[config.mk]
export PLATFORM = sky130hd
export DESIGN_NAME = bcd_display_scanner
export DESIGN_NICKNAME = d
export VERILOG_FILES = /design/src/rtl/display_pkg.sv /design/src/rtl/bcd_display_scanner_seg7_decoder.sv /design/src/rtl/bcd_display_scanner.sv
export SDC_FILE = /design/constraint.sdc
export NUM_CORES = 1
export LEC_CHECK = 0
export ABC_AREA = 1
export ABC_CLOCK_PERIOD_IN_PS = 3400
export CAP_MARGIN = 20
export CORE_MARGIN = 2
export CORE_UTILIZATION = 57
export DETAILED_ROUTE_END_ITERATION = 10
export HOLD_SLACK_MARGIN = 0.12
export PLACE_DENSITY = 0.8
export REMOVE_ABC_BUFFERS = 1
export SLEW_MARGIN = 20
export SYNTH_ARGS = -nofsm -noshare
export SYNTH_HDL_FRONTEND = slang
export SYNTH_SLANG_ARGS = --single-unit
[constraint.sdc]
create_clock -name clk -period 3.4 [get_ports clk]
set_clock_uncertainty 0.1 [all_clocks]
set_input_delay 0.85 -clock clk [delete_from_list [all_inputs] [get_ports clk]]
set_output_delay 0.85 -clock clk [all_outputs]
set_load 0.1 [all_outputs]
[src/rtl/display_pkg.sv]
// Shared types and seven-segment glyph table for the display blocks.
// Glyphs are active-high in bit order {g,f,e,d,c,b,a}.
package display_pkg;

  typedef enum logic [1:0] {
    IDLE  = 2'd0,
    SHOW  = 2'd1,
    BLANK = 2'd2
  } scan_state_t;

  // Per-frame copy of the inputs so the display never tears mid-frame.
  typedef struct packed {
    logic [15:0] digits;
    logic [3:0]  dp;
    logic        blank_lz;
  } snap_t;

  localparam logic [6:0] SEG_0    = 7'b0111111;
  localparam logic [6:0] SEG_1    = 7'b0000110;
  localparam logic [6:0] SEG_2    = 7'b1011011;
  localparam logic [6:0] SEG_3    = 7'b1001111;
  localparam logic [6:0] SEG_4    = 7'b1100110;
  localparam logic [6:0] SEG_5    = 7'b1101101;
  localparam logic [6:0] SEG_6    = 7'b1111101;
  localparam logic [6:0] SEG_7    = 7'b0000111;
  localparam logic [6:0] SEG_8    = 7'b1111111;
  localparam logic [6:0] SEG_9    = 7'b1101111;
  localparam logic [6:0] SEG_DASH = 7'b1000000;
  localparam logic [6:0] SEG_OFF  = 7'b0000000;

  function automatic logic [6:0] bcd_to_seg(input logic [3:0] nibble);
    logic [6:0] glyph;
    case (nibble)
      4'd0:    glyph = SEG_0;
      4'd1:    glyph = SEG_1;
      4'd2:    glyph = SEG_2;
      4'd3:    glyph = SEG_3;
      4'd4:    glyph = SEG_4;
      4'd5:    glyph = SEG_5;
      4'd6:    glyph = SEG_6;
      4'd7:    glyph = SEG_7;
      4'd8:    glyph = SEG_8;
      4'd9:    glyph = SEG_9;
      default: glyph = SEG_DASH;
    endcase
    return glyph;
  endfunction

endpackage

[src/rtl/bcd_display_scanner_seg7_decoder.sv]
// Combinational BCD nibble to active-high seven-segment glyph.
// Non-BCD codes render as a dash.
module seg7_decoder
  import display_pkg::*;
(
  input  logic [3:0] nibble,
  output logic [6:0] seg
);

  assign seg = bcd_to_seg(nibble);

endmodule

[src/rtl/bcd_display_scanner.sv]
// Four-digit multiplexed seven-segment scanner with blank gap between digits,
// per-frame input snapshot and optional leading-zero blanking.
module bcd_display_scanner
  import display_pkg::*;
#(
  parameter int REFRESH_DIV  = 50000,
  parameter int BLANK_CYCLES = 500,
  parameter bit ACTIVE_LOW   = 1'b1
) (
  input  logic        clk,
  input  logic        reset,
  input  logic        en,
  input  logic [15:0] digits,
  input  logic [3:0]  dp_in,
  input  logic        blank_lz,
  output logic [3:0]  an,
  output logic [6:0]  seg,
  output logic        dp,
  output logic        frame_done
);

  localparam int CNT_W = (REFRESH_DIV > 1) ? $clog2(REFRESH_DIV) : 1;
  localparam logic [CNT_W-1:0] SHOW_LAST = CNT_W'(REFRESH_DIV - BLANK_CYCLES - 1);
  localparam logic [CNT_W-1:0] SLOT_LAST = CNT_W'(REFRESH_DIV - 1);
  localparam logic [3:0] AN_POL  = {4{ACTIVE_LOW}};
  localparam logic [6:0] SEG_POL = {7{ACTIVE_LOW}};

  scan_state_t      state_q, state_d;
  logic [1:0]       idx_q, idx_d;
  logic [CNT_W-1:0] cnt_q, cnt_d;
  snap_t            snap_q, snap_d;
  logic [3:0]       an_q, an_d;
  logic [6:0]       seg_q, seg_d;
  logic             dp_q, dp_d;
  logic             frame_done_q, frame_done_d;

  snap_t      inputs_snap;
  logic [3:0] lead_zero;
  logic [3:0] nibble;
  logic [6:0] glyph;
  logic       lit;

  assign inputs_snap = '{digits: digits, dp: dp_in, blank_lz: blank_lz};

  // Slot counter runs 0..REFRESH_DIV-1; SHOW covers the low part, BLANK the tail.
  always_comb begin
    state_d = state_q;
    idx_d   = idx_q;
    cnt_d   = cnt_q + CNT_W'(1);
    snap_d  = snap_q;
    unique case (state_q)
      IDLE: begin
        cnt_d = '0;
        if (en) begin
          state_d = SHOW;
          idx_d   = '0;
          snap_d  = inputs_snap;
        end
      end
      SHOW: begin
        if (cnt_q == SHOW_LAST) state_d = BLANK;
      end
      BLANK: begin
        if (cnt_q == SLOT_LAST) begin
          cnt_d   = '0;
          state_d = SHOW;
          idx_d   = idx_q + 2'd1;
          if (idx_q == 2'd3) snap_d = inputs_snap;
        end
      end
      default: state_d = IDLE;
    endcase
    if (!en) begin
      state_d = IDLE;
      idx_d   = '0;
      cnt_d   = '0;
    end
  end

  // A digit is a leading zero when it and every higher nibble are zero.
  always_comb begin
    lead_zero[3] = (snap_d.digits[15:12] == 4'd0);
    lead_zero[2] = lead_zero[3] && (snap_d.digits[11:8] == 4'd0);
    lead_zero[1] = lead_zero[2] && (snap_d.digits[7:4] == 4'd0);
    lead_zero[0] = 1'b0;
  end

  assign nibble = snap_d.digits[{idx_d, 2'b00} +: 4];

  seg7_decoder u_decoder (
    .nibble (nibble),
    .seg    (glyph)
  );

  // Outputs are computed from next-state values so they change on the same edge.
  always_comb begin
    lit          = (state_d == SHOW) && !(snap_d.blank_lz && lead_zero[idx_d]);
    an_d         = (lit ? (4'b0001 << idx_d) : 4'b0000) ^ AN_POL;
    seg_d        = (lit ? glyph : SEG_OFF) ^ SEG_POL;
    dp_d         = (lit && snap_d.dp[idx_d]) ^ ACTIVE_LOW;
    frame_done_d = (state_d == BLANK) && (cnt_d == SLOT_LAST) && (idx_d == 2'd3);
  end

  always_ff @(posedge clk or posedge reset) begin
    if (reset) begin
      state_q      <= IDLE;
      idx_q        <= '0;
      cnt_q        <= '0;
      snap_q       <= '0;
      an_q         <= AN_POL;
      seg_q        <= SEG_POL;
      dp_q         <= ACTIVE_LOW;
      frame_done_q <= 1'b0;
    end else begin
      state_q      <= state_d;
      idx_q        <= idx_d;
      cnt_q        <= cnt_d;
      snap_q       <= snap_d;
      an_q         <= an_d;
      seg_q        <= seg_d;
      dp_q         <= dp_d;
      frame_done_q <= frame_done_d;
    end
  end

  assign an         = an_q;
  assign seg        = seg_q;
  assign dp         = dp_q;
  assign frame_done = frame_done_q;

endmodule
==> reports/qor.yml, run 1 <==
setup_path:
  start_kind: "primary input"
  crit_start: "en"
  crit_cells: 15
  crit_top_cell: "nand2_1"
  reg2reg_slack_ns: 0.46
  max_stage_delay_ns: 0.48
  r2r_start: "state_q[0]"
  critPathCaptureType: "flip-flop"
  crit_type: "in -> reg"
  critPathMaxFanout: 16
  crit_end: "seg[3]"
  r2r_cells: 14
  crit_path_top_delay_cell: "clkdlybuf4s50_1"
  reg2reg_to: "seg[3]"
  critPathBufInv: 3
  path_delay_family: "simple AND/OR/NAND/NOR gates"
  path_cells: "clkdlybuf4s50_1 > buf_4 > nand2_1 > nand2_4 > nor2_1 > nor2_1 > nand2_1 > o21ai_0 > nand2_1 > nand2_1 > inv_1 > ha_1 > nand2_1 > nand3_1 > nand3_2"
  worstPathRequired_ns: 3.56
  arrival_ns: 3.18
drt:
  vias: 3357
  avgViaCountPerCell: 5.432
  drt_iter0_markers: 440
  drt-wirelength-per-cell_um: 13.76
  drt-total-wl_um: 8503
  drc: 0
  firstDrtPassIters: 5
  ant_nets: 0
yosys:
  synth-edff-count: 0
  syn_area_per_cell_um2: 7.193
  syn_inst: 501
  synth_cell_types: 34
  syn_area_mm2: 0.003603
  dominantRegCellSynth: "dfrtp_1"
  synthXorXnorAreaFrac: 0.01458
  synthMuxAreaShare: 0
  yosysSeqAreaShare: 0.3792
  synthAdderAreaFrac: 0.02431
  synth_seq_cells: 54
  async_reset_ff_frac: 1.000
  synth_top_family_by_area: "simple AND/OR/NAND/NOR gates"
  synth_warnings: 0
  synth_compound_area_frac: 0.09653
  synth_simple_gate_area_frac: 0.3951
cells_and_area:
  final_cell_mix: "135 x nand2_1, 55 x inv_1, 49 x nor2_1"
  area_growth_pct: 14.13
  final_nets: 573
  drive_above_1_share: 0.1768
  final_common_cell: "nand2_1"
  utilization: 0.6825
  num_antenna_cells: 0
  postLayoutCellArea_mm2: 0.004113
die:
  fp.coreArea_mm2: 0.006026
  die_w_um: 83.51
  num_rows: 28
  ios: 37
  start_util: 0.5980
  die-height_um: 83.51
  design.die.area_mm2: 0.006974
grt:
  antenna_found_initial: 0
  grt_pass1_vias: 3194
  overflow: 0
  grt_start_max_net_pins: 24
  grt_first_pass_wirelength_um: 14480
  grtUsageTotal: 0.2533
timing:
  finalSetupTns_ns: 0
  finalHoldViolCount: 0
  rsz0062_at_grt: "no"
  period_share: 0.8861
  min_period_ns: 3.013
  slew-limit-headroom: 0.5400
  fmax_ghz: 0.3319
  drv_slew: 0
  finalSetupViolations: 0
  worst_pin_slew_ns: 0.6892
clock_tree:
  holdBufCountCts: 0
  h-tree-depth: 2
  path_clk_slew_ns: 0.10
  worstSkewPairLatency_ns: 0.31
  ctsLongestPathBuffers: 2
  root_buffer: "clkbuf_8"
  cts_tree: "yes"
  cts_num_sinks: 54
  cts_resized: 0
  cts_setup_buffers: 0
  cts_inserted_buffers: 5
worst_hold_path:
  hp-class: "reg -> reg"
pwr:
  p_leak_nw: 2.030
  vdd_ir_drop_max_mv: 0.3476
  powerDensity_mw_per_mm2: 363.9
placement:
  dpl.hpwl_um: 6397
  routabilityCongestion: 0.9017
  portBuffers: 36
  dpl_cell_area_mm2: 0.004023
run_status:
  status: "complete, no violations"
run:
  max-cap-violations: 0
kinds of logic after synthesis:
| family | Yosys count |
|---|---|
| buffers and inverters | 76 |
| XOR/XNOR | 6 |
| AO/OA/AOI/OAI | 66 |
| flip-flops | 54 |
| adder cells (fa/ha/maj) | 7 |
| AND/OR/NAND/NOR | 292 |
cell type report:
cell class,instances,area (um^2)
repair buffers,48,417.9
inverters,62,232.7
clock inverters,2,17.52
fillers,540,1913
well taps,75,93.84
flip-flops and latches,54,1366
multi-input cells,371,1912
clock buffers,6,72.57
cells in the mapped netlist (2+ instances only):
cell	n	area, um^2
nor2_2	5	31.28
xor2_1	5	43.79
o21ai_1	2	10.01
nand2_1	135	506.7
inv_2	5	18.77
ha_1	7	87.58
o22ai_1	2	12.51
buf_6	4	45.04
dfrtp_1	42	1051
buf_2	5	25.02
nor3_1	5	25.02
dfstp_2	12	315.3
nand3b_1	3	22.52
a21oi_1	23	115.1
nand3_1	48	240.2
a21oi_2	2	17.52
nor2_1	49	183.9
nor2_4	8	90.09
nand2_2	15	93.84
clkbuf_1	4	15.01
o21ai_0	34	170.2
inv_1	56	210.2
nand4_1	8	50.05
nand2_4	4	45.04
nand3_2	9	90.09
report_power, final:
group / switching, W / internal, W
logic: 0.000278 / 0.000125
registers: 0.0000277 / 0.000699
clock network: 0.000218 / 0.000150
flip-flops by register name, summed over array words and instances (netlist names):
name	count
an	4
snap_q	21
idx_q	2
dp	1
frame_done	1
cnt_q	16
seg	7
state_q	2
stage by stage:
stage,power [W],worst slack [ns],cells,hold WS [ns]
after CTS,0.001508,0.3819,618,0.3935
after global routing,0.001584,0.1926,618,0.4201
after floorplan,0.001030,0.8113,487,0.3552
after global placement,0.001128,0.1230,610,0.3737
after detailed placement,0.001139,0.05731,610,0.3794
final,0.001497,0.3873,618,0.3882
how the worst min path moves through the flow:
| stage | startpoint | to | slack, ns | depth (start not counted) |
|---|---|---|---|---|
| finish | cnt_q[0] | cnt_q[0] | 0.39 | 1 |
| global route | cnt_q[0] | cnt_q[0] | 0.42 | 1 |
| CTS | cnt_q[0] | cnt_q[0] | 0.39 | 1 |
| detailed placement | cnt_q[0] | cnt_q[0] | 0.38 | 1 |
| global placement | cnt_q[0] | cnt_q[0] | 0.37 | 1 |
| floorplan | cnt_q[0] | cnt_q[0] | 0.36 | 1 |
per-layer routing:
layer  vias to the layer above  GRT usage  wire, um
met3                        14    0.03660       424
li1                       1689          -         -
met4                         0    0.06598       148
met5                         -          0         0
met2                        98     0.4274      4077
met1                      1556     0.3447      3853
(Power assumes the default switching activity.)
==> inputs of run 2 (changes only) <==
CELL_PAD_IN_SITES_DETAIL_PLACEMENT = 0   (was default)
CELL_PAD_IN_SITES_GLOBAL_PLACEMENT = 1   (was default)
CORE_MARGIN = default   (was 2)
CORE_UTILIZATION = 42   (was 57)
PLACE_DENSITY = default   (was 0.8)
PLACE_DENSITY_LB_ADDON = 0.1   (was default)
==> reports/qor.yml, run 2 (synthesis gave the netlist of run 1 again) <==
run_status:
  status: "complete, no violations"
timing:
  period_share: 0.9091  # +0.02299
  min_period_ns: 3.091  # +0.07816 ns
  worst_pin_slew_ns: 0.7172  # +0.02801 ns
  drv_slew: 0  # unchanged
  rsz0062_at_grt: "no"
  finalSetupViolations: 0  # unchanged
  slew-limit-headroom: 0.5218  # -0.01818
  finalHoldViolCount: 0  # unchanged
  worst_slack_ns: 0.3092  # -0.07816 ns
  hold_ws_ns: 0.4003  # +0.01218 ns
  fmax_ghz: 0.3235  # -2.5%
pwr:
  internal-power_w: 0.001014  # +4.2%
  swShare: 0.3420  # -0.007656
  powerDensity_mw_per_mm2: 367.9  # +1.1%
  p_leak_nw: 2.051  # +1.0%
  switching_power_w: 0.0005271  # +0.73%
  pwr-share-seq: 0.472  # -0.013
  pwr-share-comb: 0.264  # -0.005
  clockPowerShare: 0.263  # +0.017
  vdd_ir_drop_max_mv: 0.2642  # -24%
grt:
  grt_first_pass_wirelength_um: 15700  # +8.4%
  grt_start_max_net_pins: 37  # +54%
  antenna_found_initial: 0  # unchanged
  overflow: 0  # unchanged
  grt_pass1_vias: 3256  # +1.9%
  grtUsageTotal: 0.2261  # -0.02712
clock_tree:
  cts_tree: "yes"
  cts_setup_buffers: 0  # unchanged
  path_clk_slew_ns: 0.10  # about the same
  holdBufCountCts: 0  # unchanged
  ctsLongestPathBuffers: 2  # unchanged
  cts_inserted_buffers: 5  # unchanged
  cts_num_sinks: 54  # unchanged
  root_buffer: "clkbuf_8"
  h-tree-depth: 2  # unchanged
  cts_resized: 0  # unchanged
  worstSkewPairLatency_ns: 0.31  # about the same
die:
  fp.coreArea_mm2: 0.008258  # +37%
  design.die.area_mm2: 0.008954  # +28%
  start_util: 0.4364  # -0.1616
  die-height_um: 94.63  # +13%
  num_rows: 33  # +18%
  ios: 37  # unchanged
  die_w_um: 94.63  # +13%
drt:
  drt-wirelength-per-cell_um: 14.13  # +2.7%
  avgViaCountPerCell: 5.059  # -6.9%
  firstDrtPassIters: 4  # -1
  drt_iter0_markers: 130  # -70%
  drc: 0  # unchanged
  drt-total-wl_um: 9172  # +7.9%
  ant_nets: 0  # unchanged
  vias: 3283  # -2.2%
setup_path:
  crit_path_top_delay_cell: "clkdlybuf4s50_1"
  crit_top_cell: "nand2_1"
  worstPathRequired_ns: 3.56  # about the same
  crit_type: "in -> reg"
  arrival_ns: 3.25  # +0.07 ns
  critPathMaxFanout: 16  # unchanged
  start_kind: "primary input"
  max_stage_delay_ns: 0.48  # about the same
  path_cells: "clkdlybuf4s50_1 > buf_4 > nand2_1 > nand2_4 > nor2_1 > nor2_1 > nand2_1 > o21ai_0 > nand2_1 > nand2_1 > inv_1 > ha_1 > nand2_1 > nand3_1 > nand3_2"
  critPathCaptureType: "flip-flop"
cells_and_area:
  fillers: 864  # +60%
  drive_above_1_share: 0.1801  # +0.003351
  num_antenna_cells: 0  # unchanged
  final_nets: 574  # +0.17%
  final_common_cell: "nand2_1"
  area_growth_pct: 16.25
  multi_input_comb_area_mm2: 0.001917  # +0.26%
  largest_reg_flops: 21  # unchanged
  postLayoutCellArea_mm2: 0.004189  # +1.9%
  seqCellArea_mm2: 0.001366  # unchanged
  stdcell_count: 649  # +5.0%
  utilization: 0.5073  # -0.1752
  final_cell_mix: "135 x nand2_1, 55 x inv_1, 49 x nor2_1"
  largest_register: "snap_q"
placement:
  dpl.hpwl_um: 6725  # +5.1%
  dpl_cell_area_mm2: 0.004080  # +1.4%
  portBuffers: 36  # unchanged
  pre_cts_ws_ns: -0.01420  # -0.07151 ns
  place_inst: 641  # +5.1%
  routabilityCongestion: 0.8153  # -9.6%
worst_hold_path:
  hp-class: "reg -> reg"
run:
  max-cap-violations: 0  # unchanged
run 2: stage by stage:
| stage | power (W) | setup TNS, ns |
|---|---|---|
| final | 0.001541 | 0 |
| after global routing | 0.001627 | 0 |
| after CTS | 0.001557 | 0 |
| after detailed placement | 0.001147 | -0.01420 |
| after global placement | 0.001142 | 0 |
| after floorplan | 0.001030 | 0 |
run 2: final timing paths:
path | start | endpoint | slack (ns) | cells after the start
max | en | seg[3] | 0.31 | 15
min | cnt_q[0] | cnt_q[0] | 0.40 | 1
max reg2reg | state_q[0] | seg[3] | 0.47 | 14
min reg2reg | cnt_q[0] | cnt_q[0] | 0.40 | 1
max in group asynchronous | reset | seg[6] | 1.85 | 3
min in group asynchronous | reset | cnt_q[0] | 0.75 | 2
run 2: worst max-delay path, delay by kind of cell:
family	cells	cell delay, ns
AND/OR/NAND/NOR	10	1.23
buffers and inverters	3	0.80
AO/OA/AOI/OAI	1	0.08
adder cells (fa/ha/maj)	1	0.29
run 2: metal layers:
| metal | routed length (um) | vias to the layer above | global-route usage |
|---|---|---|---|
| met3 | 414 | 9 | 0.02818 |
| met1 | 4507 | 1498 | 0.3263 |
| met2 | 4164 | 93 | 0.3615 |
| met5 | 0 | - | 0 |
| met4 | 86 | 0 | 0.04798 |
| li1 | - | 1683 | - |
run 2: area by class of cell:
cell class	instances	area share
multi-input combinational	371	0.4576
sequential	54	0.3262
timing repair buffer	49	0.1045
inverter	62	0.05556
tap	105	0.03136
clock buffer	6	0.02240
clock inverter	2	0.002389
run 2: power by group through the flow:
| stage | Clock (W) | Combinational [W] | Sequential, W |
|---|---|---|---|
| finish | 0.000406 | 0.000407 | 0.000728 |
| global route | 0.000440 | 0.000452 | 0.000734 |
| floorplan | 0 | 0.000191 | 0.000839 |
| detailed placement | 0 | 0.000408 | 0.000740 |
| CTS | 0.000420 | 0.000409 | 0.000728 |
| global placement | 0 | 0.000403 | 0.000739 |
==> inputs of run 3 (changes only) <==
ABC_CLOCK_PERIOD_IN_PS = 2600   (was 3400)
CORE_UTILIZATION = 38   (was 42)
PLACE_DENSITY = 0.8   (was default)
PLACE_DENSITY_LB_ADDON = default   (was 0.1)
clock period = 2.6 ns   (was 3.4 ns; I/O delays follow)
==> reports/qor.yml, run 3 (synthesis gave the netlist of run 1 again) <==
run_status:
  status: "complete, no violations"
drt:
  drt-wirelength-per-cell_um: 13.34  # -5.6%
  drt-total-wl_um: 9701  # +5.8%
  drc: 0  # unchanged
  drt_iter0_markers: 156  # +20%
  ant_nets: 0  # unchanged
  firstDrtPassIters: 4  # unchanged
  avgViaCountPerCell: 4.926  # -2.6%
  vias: 3581  # +9.1%
grt:
  met1_usage: 0.2752  # -0.05114
  grt_first_pass_wirelength_um: 16040  # +2.2%
  antenna_found_initial: 0  # unchanged
  overflow: 0  # unchanged
  grt_start_max_net_pins: 36  # -2.7%
  grtUsageTotal: 0.2041  # -0.02207
  met2_usage: 0.3526  # -0.008947
  use_met3: 0.02178  # -0.006395
  grt_pass1_vias: 3458  # +6.2%
  grt_busiest_layer: "met2"
clock_tree:
  ctsLongestPathBuffers: 2  # unchanged
  root_buffer: "clkbuf_8"
  cts_num_sinks: 54  # unchanged
  cts_inserted_buffers: 5  # unchanged
  worstSkewPairLatency_ns: 0.32  # about the same
  holdBufCountCts: 0  # unchanged
  cts_tree: "yes"
  h-tree-depth: 2  # unchanged
  path_clk_slew_ns: 0.11  # about the same
placement:
  routabilityCongestion: 0.8623  # +5.8%
  dpl.hpwl_um: 7051  # +4.8%
  pre_cts_ws_ns: -0.4639  # -0.4497 ns
  portBuffers: 36  # unchanged
setup_path:
  path_cells: "clkdlybuf4s50_1 > nand2_1 > o21ai_0 > nand3_1 > nand2_2 > a21oi_2 > inv_1 > a22oi_2 > nand2_2 > buf_4 > ha_1 > inv_1 > nand2_2 > nand3_2 > nand3_2"
  critPathCaptureType: "flip-flop"
  reg2reg_to: "seg[5]"
  crit_start: "digits[12]"
  crit_type: "in -> reg"
  r2r_cells: 17  # +3
  r2r_start: "cnt_q[1]"
  reg2reg_slack_ns: 0.14  # -0.33 ns
  arrival_ns: 2.61  # -0.64 ns
  max_stage_delay_ns: 0.44  # -0.04 ns
  crit_end: "seg[5]"
  crit_top_cell: "nand2_2"
  worstPathRequired_ns: 2.74  # -0.82 ns
  critPathMaxFanout: 3  # -13
  crit_path_top_delay_cell: "clkdlybuf4s50_1"
  start_kind: "primary input"
cells_and_area:
  num_antenna_cells: 0  # unchanged
  final_cell_mix: "128 x nand2_1, 90 x buf_4, 51 x inv_1"
  final_common_cell: "nand2_1"
  largest_register: "snap_q"
  drive_above_1_share: 0.3133  # +0.1332
  final_nets: 646  # +13%
  largest_reg_flops: 21  # unchanged
  fillers: 912  # +5.6%
  area_growth_pct: 35.17
timing:
  finalSetupTns_ns: 0  # unchanged
  worst_slack_ns: 0.1369  # -0.1723 ns
  min_period_ns: 2.463
  fmax_ghz: 0.4060
  period_share: 0.9473
  rsz0062_at_grt: "yes"
  drv_slew: 0  # unchanged
  worst_pin_slew_ns: 0.4844  # -0.2329 ns
  finalHoldViolCount: 0  # unchanged
  slew-limit-headroom: 0.6737  # +0.1518
  finalSetupViolations: 0  # unchanged
run:
  max-cap-violations: 0  # unchanged
die:
  design.die.area_mm2: 0.009876  # +10%
  fp.coreArea_mm2: 0.009196  # +11%
  ios: 37  # unchanged
  num_rows: 35  # +6.1%
  die-height_um: 99.38  # +5.0%
  die_w_um: 99.38  # +5.0%
  start_util: 0.3918  # -0.04453
pwr:
  p_leak_nw: 2.438  # +19%
  vdd_ir_drop_max_mv: 0.3149  # +19%
  powerDensity_mw_per_mm2: 428.9  # +17%
worst_hold_path:
  hold_path_depth: 2  # +1
  hp-class: "reg -> reg"
[run 3: changes by cell type in the layout (fill, tap and decap cells not counted), moves of 4 or more]
cell     delta
nor2_1      -4
nand2_2     +5
inv_2       +4
buf_4      +65
nand2_1     -7
inv_1       -4
[run 3: per-layer routing]
| layer | vias to the layer above | part of all wire |
|---|---|---|
| met5 | - | 0 |
| met1 | 1676 | 0.48 |
| met3 | 7 | 0.037 |
| met4 | 0 | 0.0094 |
| li1 | 1822 | - |
| met2 | 76 | 0.47 |
[run 3: worst min path at each step]
stage                    from   endpoint  slack (ns)
floorplan            cnt_q[0]   cnt_q[0]        0.36
global placement    snap_q[1]  snap_q[1]        0.40
detailed placement  snap_q[8]  snap_q[8]        0.40
CTS                 snap_q[8]  snap_q[8]        0.43
global route        snap_q[8]  snap_q[8]        0.44
finish              snap_q[8]  snap_q[8]        0.42
[run 3: final cells by class]
cell class / count / area, um^2 / area share
Tap cell: 111 / 138.9 / 0.02851
Multi-Input combinational cell: 371 / 2004 / 0.4115
Inverter: 62 / 236.5 / 0.04855
Sequential cell: 54 / 1366 / 0.2805
Timing Repair Buffer: 121 / 1027 / 0.2109
Clock inverter: 2 / 15.01 / 0.003082
Clock buffer: 6 / 82.58 / 0.01695
[run 3: report_power, final]
| part | leakage [nW] | total [W] | switching [W] | internal [W] |
|---|---|---|---|---|
| Sequential | 0.668 | 0.000949 | 0.0000348 | 0.000914 |
| Combinational | 1.72 | 0.000613 | 0.000392 | 0.000220 |
| Clock | 0.0521 | 0.000528 | 0.000306 | 0.000221 |
| Total | 2.44 | 0.00209 | 0.000734 | 0.00136 |
[run 3: metrics by stage]
| step | area (um^2) | std cells | hold WS (ns) | power [W] | utilization |
|---|---|---|---|---|---|
| 6_report | 4871 | 727 | 0.4248 | 0.002089 | 0.5297 |
| 5_1_grt | 4871 | 727 | 0.4405 | 0.002200 | 0.5297 |
| 4_1_cts | 4597 | 705 | 0.4288 | 0.002062 | 0.4999 |
| 3_5_place_dp | 4488 | 697 | 0.4027 | 0.001534 | 0.4880 |
| 3_3_place_gp | 4488 | 697 | 0.3987 | 0.001526 | 0.4880 |
| 2_1_floorplan | 3511 | 487 | 0.3552 | 0.001347 | - |
[run 3: worst max-delay path: cells and delay by family]
kind	cells	cell delay (ns)
AOI/OAI and AO/OA	3	0.48
buffers and inverters	4	0.74
and+or+nand+nor	7	0.55
adders and majority gates	1	0.19
[run 3: timing repair]
| action | 4_1_cts | 5_1_grt |
|---|---|---|
| resized for setup | 4 | 29 |
| setup buffers | 0 | 22 |
| gates cloned | 0 | 0 |
| endpoints found under the setup margin | 9 | 12 |
| pin swaps | 1 | 16 |
